**config.mk**
```make
export PLATFORM = sky130hd
export DESIGN_NAME = imem_loader
export DESIGN_NICKNAME = d
export VERILOG_FILES = /design/src/rtl/imem_loader_pkg.sv /design/src/rtl/imem_word_assembler.sv /design/src/rtl/imem_loader.sv
export SDC_FILE = /design/constraint.sdc
export NUM_CORES = 1
export LEC_CHECK = 0
export CAP_MARGIN = 40
export CORE_MARGIN = 3
export CORE_UTILIZATION = 50
export CTS_CLUSTER_DIAMETER = 80
export DETAILED_ROUTE_END_ITERATION = 8
export PLACE_DENSITY = 0.86
export SLEW_MARGIN = 15
export SYNTH_ARGS = -nofsm -noshare
export SYNTH_HDL_FRONTEND = slang
export SYNTH_SLANG_ARGS = --single-unit
```
**constraint.sdc**
```tcl
create_clock -name Clk -period 4.7 [get_ports Clk]
set_input_delay 1.175 -clock Clk [delete_from_list [all_inputs] [get_ports Clk]]
set_output_delay 1.175 -clock Clk [all_outputs]
set_load 0.01 [all_outputs]
```
**src/rtl/imem_loader_pkg.sv**
```systemverilog
// Shared definitions for the instruction-memory boot loader and the instruction memory.
package imem_loader_pkg;

    localparam int IMEM_DEPTH  = 64;
    localparam int IMEM_ADDR_W = 6;
    localparam int HDR_W       = 8;

    typedef enum logic [1:0] {
        WAIT_HDR,
        LOAD,
        DONE,
        ERROR
    } state_e;

endpackage

```
**src/rtl/imem_word_assembler.sv**
```systemverilog
// Collects four stream bytes, most significant first, into one 32-bit word.
module imem_word_assembler
    import imem_loader_pkg::*;
(
    input  logic             clk_i,
    input  logic             rst_ni,
    input  logic             clr_i,
    input  logic             accept_i,
    input  logic [HDR_W-1:0] byte_i,
    output logic [31:0]      word_o,
    output logic             done_o
);

    logic [1:0]  idx_q, idx_d;
    logic [23:0] shift_q, shift_d;

    always_comb begin
        idx_d   = idx_q;
        shift_d = shift_q;
        if (clr_i) begin
            idx_d = 2'd0;
        end else if (accept_i) begin
            shift_d = {shift_q[15:0], byte_i};
            idx_d   = idx_q + 2'd1;
        end
    end

    // The fourth byte is combined directly, so the word is ready in its accept cycle.
    assign word_o = {shift_q, byte_i};
    assign done_o = accept_i && (idx_q == 2'd3);

    always_ff @(posedge clk_i) begin
        if (!rst_ni) begin
            idx_q <= 2'd0;
        end else begin
            idx_q <= idx_d;
        end
    end

    always_ff @(posedge clk_i) begin
        shift_q <= shift_d;
    end

endmodule

```
**src/rtl/imem_loader.sv**
```systemverilog
// Boot loader: header byte N, then N big-endian words written to consecutive imem addresses.
module imem_loader
    import imem_loader_pkg::*;
#(
    parameter int DEPTH  = IMEM_DEPTH,
    parameter int ADDR_W = IMEM_ADDR_W
) (
    input  logic              Clk,
    input  logic              Rst,
    input  logic [HDR_W-1:0]  In_Byte,
    input  logic              In_Valid,
    output logic              In_Ready,
    input  logic              Restart,
    output logic              Wr_En,
    output logic [ADDR_W-1:0] Wr_Addr,
    output logic [31:0]       Wr_Data,
    output logic [ADDR_W:0]   Words_Loaded,
    output logic              Done,
    output logic              Error,
    output logic              Cpu_Rst
);

    state_e              state_q, state_d;
    logic [ADDR_W:0]     count_q, count_d;
    logic [ADDR_W:0]     words_q, words_d;
    logic                wr_en_q, wr_en_d;
    logic [ADDR_W-1:0]   wr_addr_q, wr_addr_d;
    logic [31:0]         wr_data_q, wr_data_d;
    logic                done_q, done_d;

    logic                hdr_take;
    logic                load_take;
    logic                hdr_ok;
    logic                word_done;
    logic [31:0]         word;

    assign In_Ready  = (state_q == WAIT_HDR) || (state_q == LOAD);
    assign hdr_take  = In_Valid && (state_q == WAIT_HDR);
    assign load_take = In_Valid && (state_q == LOAD);
    assign hdr_ok    = (In_Byte != '0) && (int'(In_Byte) <= DEPTH);

    imem_word_assembler u_asm (
        .clk_i    (Clk),
        .rst_ni   (Rst),
        .clr_i    (hdr_take),
        .accept_i (load_take),
        .byte_i   (In_Byte),
        .word_o   (word),
        .done_o   (word_done)
    );

    always_comb begin
        state_d   = state_q;
        count_d   = count_q;
        words_d   = words_q;
        wr_en_d   = 1'b0;
        wr_addr_d = wr_addr_q;
        wr_data_d = wr_data_q;
        done_d    = 1'b0;
        case (state_q)
            WAIT_HDR: begin
                if (hdr_take) begin
                    if (hdr_ok) begin
                        count_d   = In_Byte[ADDR_W:0];
                        words_d   = '0;
                        wr_addr_d = '0;
                        state_d   = LOAD;
                    end else begin
                        state_d = ERROR;
                    end
                end
            end
            LOAD: begin
                if (word_done) begin
                    wr_en_d   = 1'b1;
                    wr_data_d = word;
                    wr_addr_d = words_q[ADDR_W-1:0];
                    words_d   = words_q + 1'b1;
                    // Leaving LOAD together with the last strobe drops In_Ready immediately.
                    if ((words_q + 1'b1) == count_q) begin
                        state_d = DONE;
                    end
                end
            end
            DONE: begin
                if (Restart) begin
                    state_d = WAIT_HDR;
                    words_d = '0;
                end else begin
                    done_d = 1'b1;
                end
            end
            ERROR: begin
                if (Restart) begin
                    state_d = WAIT_HDR;
                    words_d = '0;
                end
            end
            default: state_d = WAIT_HDR;
        endcase
    end

    always_ff @(posedge Clk) begin
        if (!Rst) begin
            state_q   <= WAIT_HDR;
            count_q   <= '0;
            words_q   <= '0;
            wr_en_q   <= 1'b0;
            wr_addr_q <= '0;
            wr_data_q <= '0;
            done_q    <= 1'b0;
        end else begin
            state_q   <= state_d;
            count_q   <= count_d;
            words_q   <= words_d;
            wr_en_q   <= wr_en_d;
            wr_addr_q <= wr_addr_d;
            wr_data_q <= wr_data_d;
            done_q    <= done_d;
        end
    end

    assign Wr_En        = wr_en_q;
    assign Wr_Addr      = wr_addr_q;
    assign Wr_Data      = wr_data_q;
    assign Words_Loaded = words_q;
    assign Done         = done_q;
    assign Cpu_Rst      = done_q;
    assign Error        = (state_q == ERROR);

endmodule

```
==> impl_metrics.py, run 1 <==
metrics = {
    "status": {
        "status": "complete, no violations",
    },
    "power_and_ir_drop": {
        "p_comb_frac": 0.192,
        "swShare": 0.291,
        "vdd_drop_max_uv": 235,
        "clock_power_share": 0.277,
        "p_switching_mw": 0.481,
        "leakagePower_nw": 1.36,
        "pwr_density_cell_nw_per_um2": 407,
        "internal_power_mw": 1.17,
        "power_frac_seq": 0.530,
    },
    "placed_design": {
        "placed_area_sq_um": 3880,
        "hpwlAfterDp_mm": 4.65,
        "gp_congestion": 0.831,
        "portBuffers": 61,
    },
    "clock_tree": {
        "clock_latency_ns": 0.35,
        "cts.repair_timing.setup_buffer_count": 0,
        "post_cts_resize_count": 0,
        "cts_buffers": 9,
        "cts_root_buf": "clkbuf_8",
        "htree_levels": 3,
        "tritoncts": "yes",
        "cts_hold_buf": 0,
        "clock-sinks": 82,
        "path_clk_slew_ns": 0.09,
        "max-clock-path-buffers": 2,
    },
    "detailed_routing": {
        "finalWirelength_mm": 6.67,
        "post_drt_wl_per_cell_um": 15.0,
        "drt-vias-per-instance": 5.37,
        "drt_iter0_markers": 113,
        "antenna_left": 0,
        "firstDrtPassIters": 4,
        "drc_errors": 0,
        "vias": 2383,
    },
    "layout": {
        "syn_to_final_growth_pct": 26.3,
        "final_common_cell": "nand2_1",
        "layout_common_cells": "nand2_1 (72), clkdlybuf4s50_1 (61), dfxtp_1 (58)",
        "final_nets": 378,
        "final_area_sq_um": 4060,
        "diodes": 0,
        "drive_gt1_frac": 0.0759,
    },
    "logic_synthesis": {
        "syn_nets": 320,
        "synth_area_sq_um": 3220,
        "synth-seq-cells": 82,
        "yosysWarnings": 0,
        "synth.avg_cell_area_sq_um": 10.5,
        "synth_cell_type_count": 43,
        "syn_inst": 306,
        "yosysSeqAreaShare": 0.585,
    },
    "timing": {
        "min_period_ns": 2.88,
        "fin_worst_skew_ns": 0.00675,
        "setup_viol": 0,
        "hold_ws_ns": 0.459,
        "relSlewSlack": 0.610,
        "hold_violations": 0,
        "drv_slew": 0,
        "tightest_slew_ns": 0.583,
        "fmax_mhz": 347,
        "min_period_over_period": 0.613,
        "rsz0062_at_grt": "false",
        "fin_setup_tns_ns": 0,
    },
    "grt": {
        "grt_pass1_wl_mm": 11.0,
        "overflow": 0,
        "track_usage": 0.189,
        "antenna_found_initial": 0,
        "grt_max_degree": 34,
        "grt_pass1_vias": 2291,
    },
    "critical_path": {
        "rr_endpoint": "state_q[1]",
        "slowest_stage": "clkdlybuf4s50_1",
        "cp_slowest_stage_delay_ns": 0.60,
        "endpoint_kind": "flip-flop",
        "crit_fanout": 7,
        "r2r_cells": 6,
        "crit_arrival_ns": 3.12,
        "crit_path_start_kind": "input port",
        "ff2ff_setup_slack_ns": 2.40,
        "worstPathRequired_ns": 4.94,
        "critPathKind": "in -> reg",
        "path_cells": "clkdlybuf4s50_1 -> nor4_4 -> a2111o_1 -> a21oi_2 -> mux2i_1 -> nor2b_1",
        "reg2reg_from": "Words_Loaded[0]",
    },
    "run": {
        "maxCapViolations": 0,
    },
    "die": {
        "rows": 28,
        "initial_core_util": 0.531,
        "die_w_um": 86.2,
        "core_area_sq_um": 6060,
        "dieArea_sq_um": 7430,
        "num_io_pins": 62,
        "fp.dieH_um": 86.2,
    },
    "min_path": {
        "whs_path_depth": 0,
        "min_path_type": "reg -> reg",
        "hold_path_end": "u_asm.shift_q[20]",
        "worstHoldStart": "u_asm.shift_q[12]",
    },
}
synth_stat cells:
master / number / area [sq um]
nand2_1: 72 / 270
dfxtp_1: 58 / 1160
a21boi_0: 33 / 248
edfxtp_1: 24 / 721
nor2b_1: 15 / 93.8
clkbuf_1: 14 / 52.6
a21oi_1: 7 / 35.0
mux2i_1: 7 / 70.1
a22o_1: 6 / 52.6
and2_1: 5 / 31.3
o21ai_0: 5 / 25.0
xor2_1: 5 / 43.8
nand3_1: 4 / 20.0
a31oi_1: 3 / 18.8
inv_1: 3 / 11.3
nor2_1: 3 / 11.3
or3_1: 3 / 18.8
xnor2_1: 3 / 26.3
a2111o_1: 2 / 22.5
a211o_1: 2 / 17.5
a31o_2: 2 / 17.5
buf_2: 2 / 10.0
buf_4: 2 / 15.0
ha_1: 2 / 25.0
nand2b_1: 2 / 12.5
nand3_2: 2 / 20.0
nand4_1: 2 / 12.5
o211ai_1: 2 / 15.0
or4_1: 2 / 15.0
a21oi_2: 1 / 8.76
a22oi_1: 1 / 7.51
and3b_1: 1 / 8.76
nand3b_1: 1 / 7.51
nand4b_1: 1 / 8.76
nor3_1: 1 / 5.00
nor3b_1: 1 / 7.51
nor4_4: 1 / 21.3
nor4b_1: 1 / 8.76
o21a_1: 1 / 7.51
o21bai_1: 1 / 7.51
o221ai_1: 1 / 8.76
o31ai_1: 1 / 7.51
or3_2: 1 / 7.51
registers in the layout, indices dropped and copies added, names as in the netlist:
signal         flops
u_asm.shift_q     24
Words_Loaded       7
count_q            7
Cpu_Rst            1
state_q            2
Wr_Addr            6
Wr_En              1
u_asm.idx_q        2
Wr_Data           32
logic make-up after synthesis:
| group | share of synthesized area |
|---|---|
| and+or+nand+nor | 0.181 |
| DFF | 0.585 |
| AOI/OAI and AO/OA | 0.155 |
| buffers and inverters | 0.0276 |
| xor gates and xnor gates | 0.0218 |
| muxes | 0.0218 |
| adders and majority gates | 0.00778 |
worst max-delay path, delay by kind of cell:
kind,cells,cell delay [ns]
multiplexers,1,0.27
buffers and inverters,1,0.60
AND/OR/NAND/NOR,2,0.16
AO/OA/AOI/OAI,2,0.91
worst max-delay path by stage:
| stage | slack, ns | start | endpoint |
|---|---|---|---|
| after CTS | 1.83 | In_Byte[2] | count_q[6] |
| after global routing | 1.70 | In_Valid | Wr_Data[2] |
| after detailed placement | 1.47 | In_Byte[2] | count_q[5] |
| after floorplan | 2.13 | In_Byte[0] | Words_Loaded[4] |
| after global placement | 1.53 | In_Byte[2] | count_q[0] |
| final | 1.82 | In_Byte[2] | count_q[6] |
power groups by stage:
stage          registers, mW  clock network (mW)  logic, mW
4_1_cts                0.876               0.466      0.324
3_3_place_gp           0.889                   0      0.303
2_1_floorplan          0.892                   0      0.165
3_5_place_dp           0.892                   0      0.321
5_1_grt                0.886               0.495      0.353
6_report               0.876               0.459      0.318
metal layers:
metal  track usage  vias up  routed length [um]
met4        0.0864        0                 139
met5             0        -                   0
li1              -     1179                   -
met2         0.310       72                3280
met3        0.0342       11                 308
met1         0.244     1121                2940
per-stage QoR:
stage,std cells,util,power (mW),setup slack [ns]
after global placement,427,0.638,1.19,1.53
final,444,0.670,1.65,1.82
after global routing,444,0.670,1.73,1.70
after CTS,444,0.670,1.67,1.83
after floorplan,306,-,1.06,2.13
after detailed placement,428,0.641,1.21,1.47
cell type report:
type | instances | area (sq um)
multi-input cells | 203 | 1250
clock buffers | 9 | 124
clock inverters | 7 | 53.8
repair buffers | 65 | 648
fillers | 487 | 2000
flip-flops and latches | 82 | 1880
inverters | 3 | 11.3
well taps | 75 | 93.8
Note: power is estimated with default switching activity, not from simulation.
==> run 2: changes to the inputs <==
- clock period: 4.7 -> 2.7 ns (I/O delays scaled with it)
==> impl_metrics.py, run 2 (synthesis results as in run 1) <==
metrics = {
    "status": {
        "status": "complete, no violations",
    },
    "placed_design": {
        "portBuffers": 61,
        "dp.cells": 435,
        "gp_congestion": 0.785,
        "hpwlAfterDp_mm": 4.70,
    },
    "die": {
        "fp.dieH_um": 86.2,
        "rows": 28,
        "die_w_um": 86.2,
        "initial_core_util": 0.531,
        "core_area_sq_um": 6060,
        "dieArea_sq_um": 7430,
        "num_io_pins": 62,
    },
    "critical_path": {
        "crit_path_start_kind": "flip-flop",
        "critPathKind": "reg -> reg",
        "crit_arrival_ns": 2.58,
        "crit_fanout": 7,
        "worstPathRequired_ns": 2.97,
        "endpoint_kind": "flip-flop",
    },
    "layout": {
        "utilization": 0.678,
        "largest_reg_flops": 32,
        "final_cells": 451,
        "diodes": 0,
        "drive_gt1_frac": 0.0878,
        "final_common_cell": "nand2_1",
        "final_nets": 385,
        "layout_common_cells": "nand2_1 (72), clkdlybuf4s50_1 (61), dfxtp_1 (58)",
        "n_fill_cell": 475,
        "syn_to_final_growth_pct": 27.8,
        "multi_input_area_sq_um": 1250,
        "ff_latch_area_sq_um": 1880,
    },
    "detailed_routing": {
        "firstDrtPassIters": 5,
        "drt-vias-per-instance": 5.40,
        "drc_errors": 0,
        "finalWirelength_mm": 6.77,
        "post_drt_wl_per_cell_um": 15.0,
        "vias": 2436,
        "drt_iter0_markers": 123,
        "antenna_left": 0,
    },
    "grt": {
        "antenna_found_initial": 0,
        "grt_pass1_vias": 2371,
        "track_usage": 0.192,
        "overflow": 0,
        "grt_max_degree": 34,
        "grt_pass1_wl_mm": 11.2,
    },
    "timing": {
        "hold_violations": 0,
        "min_period_over_period": 0.855,
        "rsz0062_at_grt": "false",
        "fin_setup_tns_ns": 0,
        "fmax_mhz": 433,
        "hold_ws_ns": 0.458,
        "drv_slew": 0,
        "relSlewSlack": 0.701,
        "setup_viol": 0,
        "tightest_slew_ns": 0.448,
        "fin_worst_skew_ns": 0.00916,
        "min_period_ns": 2.31,
    },
    "power_and_ir_drop": {
        "finalPower_mw": 2.88,
        "pwr_density_cell_nw_per_um2": 700,
        "vdd_drop_max_uv": 350,
        "leakagePower_nw": 1.39,
    },
    "clock_tree": {
        "clock-sinks": 82,
        "post_cts_resize_count": 0,
        "htree_levels": 3,
        "cts_root_buf": "clkbuf_8",
        "max-clock-path-buffers": 2,
        "cts.repair_timing.setup_buffer_count": 0,
        "cts_hold_buf": 0,
        "cts_buffers": 9,
        "clock_latency_ns": 0.35,
        "path_clk_slew_ns": 0.08,
        "tritoncts": "yes",
    },
    "run": {
        "maxCapViolations": 0,
    },
    "min_path": {
        "min_path_type": "reg -> reg",
    },
}
==> run 2: cell count changes in the layout (fill, tap and decap cells not counted), sizes merged <==
cell    delta
buf        +7
clkbuf     +4
clkinv     -2
inv        -2
==> run 2: cell type report <==
cell class / instances / share of cell area
clock buffers: 13 / 0.0387
clock inverters: 3 / 0.00578
inverters: 3 / 0.00274
multi-input cells: 203 / 0.304
flip-flops and latches: 82 / 0.458
well taps: 75 / 0.0228
repair buffers: 72 / 0.169
==> run 2: worst max-delay path, stage by stage, from the launching register on <==
cell and delay [ns]:
dfxtp_1 0.45, ha_1 0.38, nand3_2 0.15, or3_1 0.38
a2111o_1 0.44, a211o_1 0.28, a31oi_1 0.15
==> run 2: stage by stage <==
stage	worst slack, ns	area (sq um)
after floorplan	0.578	3220
after global placement	0.132	3930
after detailed placement	0.0865	3930
after CTS	0.407	4110
after global routing	0.254	4110
final	0.391	4110
==> run 2: where the power goes <==
group          switching [mW]  leakage, nW  total, mW  internal, mW
sequential             0.0919        0.690       1.53          1.43
combinational           0.288        0.618      0.558         0.270
clock                   0.408       0.0859      0.795         0.387
total                   0.788         1.39       2.88          2.09
==> run 2: path summary, 6_finish.rpt <==
check                        start                 to  slack, ns  cells after the start
setup reg to reg   Words_Loaded[1]         state_q[1]       0.39                      6
setup / recovery   Words_Loaded[1]         state_q[1]       0.39                      6
hold reg to reg   u_asm.shift_q[9]  u_asm.shift_q[17]       0.46                      0
hold / removal    u_asm.shift_q[9]  u_asm.shift_q[17]       0.46                      0
==> run 2: layer usage <==
metal	track usage	share of wire
met5	0	0
met1	0.240	0.44
met3	0.0304	0.053
met4	0.102	0.010
met2	0.320	0.50
==> run 3: changes to the inputs <==
- clock period: 2.7 -> 2.4 ns (I/O delays scaled with it)
==> impl_metrics.py, run 3 (synthesis results as in run 1) <==
metrics = {
    "status": {
        "status": "complete, no violations",
    },
    "layout": {
        "final_common_cell": "nand2_1",
        "diodes": 0,
        "largest_reg_flops": 32,
        "final_nets": 395,
        "layout_common_cells": "nand2_1 (72), clkdlybuf4s50_1 (61), dfxtp_1 (58)",
        "final_area_sq_um": 4220,
        "syn_to_final_growth_pct": 31.2,
        "drive_gt1_frac": 0.117,
    },
    "timing": {
        "fin_setup_tns_ns": 0,
        "relSlewSlack": 0.655,
        "min_period_ns": 2.21,
        "rsz0062_at_grt": "false",
        "min_period_over_period": 0.921,
        "setup_viol": 0,
        "drv_slew": 0,
        "fin_worst_skew_ns": 0.0106,
        "tightest_slew_ns": 0.515,
        "fmax_mhz": 452,
        "hold_violations": 0,
        "setup_slack_ns": 0.188,
    },
    "critical_path": {
        "cp_slowest_stage_delay_ns": 0.55,
        "crit_buf_inv": 1,
        "path_cells": "and2_1 -> clkdlybuf4s50_1",
        "r2r_cells": 6,
        "crit_fanout": 13,
        "critPathKind": "reg -> out",
        "startpoint": "state_q[0]",
        "endpoint_kind": "output port",
        "crit_arrival_ns": 1.61,
        "crit_path_start_kind": "flip-flop",
        "crit_family": "flip-flops",
        "worstSetupPathDepth": 2,
        "worstPathRequired_ns": 1.80,
        "reg2reg_from": "Words_Loaded[1]",
        "slowest_stage": "dfxtp_1",
        "ff2ff_setup_slack_ns": 0.30,
    },
    "power_and_ir_drop": {
        "vdd_drop_max_uv": 435,
        "clock_power_share": 0.275,
        "swShare": 0.286,
        "pwr_density_cell_nw_per_um2": 783,
        "p_comb_frac": 0.206,
        "finalPower_mw": 3.30,
        "power_frac_seq": 0.519,
        "leakagePower_nw": 1.46,
        "p_switching_mw": 0.945,
        "internal_power_mw": 2.36,
    },
    "run": {
        "maxCapViolations": 0,
    },
    "clock_tree": {
        "cts_hold_buf": 0,
        "clock_latency_ns": 0.36,
        "cts_root_buf": "clkbuf_8",
        "htree_levels": 3,
        "path_clk_slew_ns": 0.08,
        "cts_buffers": 9,
        "clock-sinks": 82,
        "max-clock-path-buffers": 2,
        "cts.repair_timing.setup_buffer_count": 0,
        "tritoncts": "yes",
        "post_cts_resize_count": 0,
    },
    "placed_design": {
        "portBuffers": 61,
        "place_worst_setup_slack_ns": -0.0737,
        "gp_congestion": 0.836,
        "hpwlAfterDp_mm": 4.87,
        "placed_area_sq_um": 4040,
    },
    "detailed_routing": {
        "vias": 2478,
        "finalWirelength_mm": 6.90,
        "antenna_left": 0,
        "drc_errors": 0,
        "firstDrtPassIters": 4,
        "drt-vias-per-instance": 5.38,
        "drt_iter0_markers": 117,
        "post_drt_wl_per_cell_um": 15.0,
    },
    "grt": {
        "overflow": 0,
        "grt_pass1_vias": 2472,
        "track_usage": 0.201,
        "antenna_found_initial": 0,
        "grt_max_degree": 34,
        "grt_pass1_wl_mm": 11.6,
    },
    "die": {
        "initial_core_util": 0.531,
        "die_w_um": 86.2,
        "dieArea_sq_um": 7430,
        "fp.dieH_um": 86.2,
        "num_io_pins": 62,
        "core_area_sq_um": 6060,
        "rows": 28,
    },
    "min_path": {
        "min_path_type": "reg -> reg",
        "whs_path_depth": 0,
        "worstHoldStart": "u_asm.shift_q[6]",
    },
}
-- run 3: cell count changes in the layout (fill, tap and decap cells not counted) --
| cell | previous run | this run |
|---|---|---|
| clkbuf_1 | 2 | 0 |
| buf_4 | 11 | 18 |
| buf_12 | 0 | 3 |
| clkbuf_8 | 11 | 10 |
| clkinv_2 | 0 | 3 |
| clkinvlp_4 | 2 | 1 |
| inv_6 | 0 | 1 |
-- run 3: final cells by class --
type	count	area [sq um]
clock inverter	6	40.0
multi-input combinational	203	1250
inverter	3	11.3
fill	467	1840
tap	75	93.8
timing repair buffer	82	806
clock buffer	10	138
sequential	82	1880
-- run 3: final timing paths --
| check | end |
|---|---|
| max | Error |
| min | u_asm.shift_q[14] |
| max reg2reg | state_q[1] |
| min reg2reg | u_asm.shift_q[14] |
-- run 3: power by group through the flow --
stage | Clock (mW) | Sequential (mW) | Combinational, mW
floorplan | 0 | 1.75 | 0.324
global placement | 0 | 1.74 | 0.659
detailed placement | 0 | 1.75 | 0.681
CTS | 0.926 | 1.71 | 0.685
global route | 0.986 | 1.74 | 0.745
finish | 0.907 | 1.71 | 0.680
-- run 3: through the flow --
stage	cells	utilization	hold slack (ns)
2_1_floorplan	306	-	0.426
3_3_place_gp	445	0.667	0.428
3_5_place_dp	445	0.667	0.435
4_1_cts	461	0.696	0.453
5_1_grt	461	0.696	0.463
6_report	461	0.696	0.456
-- run 3: metal layers --
layer	vias to the layer above	wire length [um]	part of all wire	GRT usage
met5	-	0	0	0
met4	0	180	0.026	0.106
met3	15	426	0.062	0.0437
met2	73	3450	0.50	0.343
met1	1173	2850	0.41	0.238
li1	1217	-	-	-
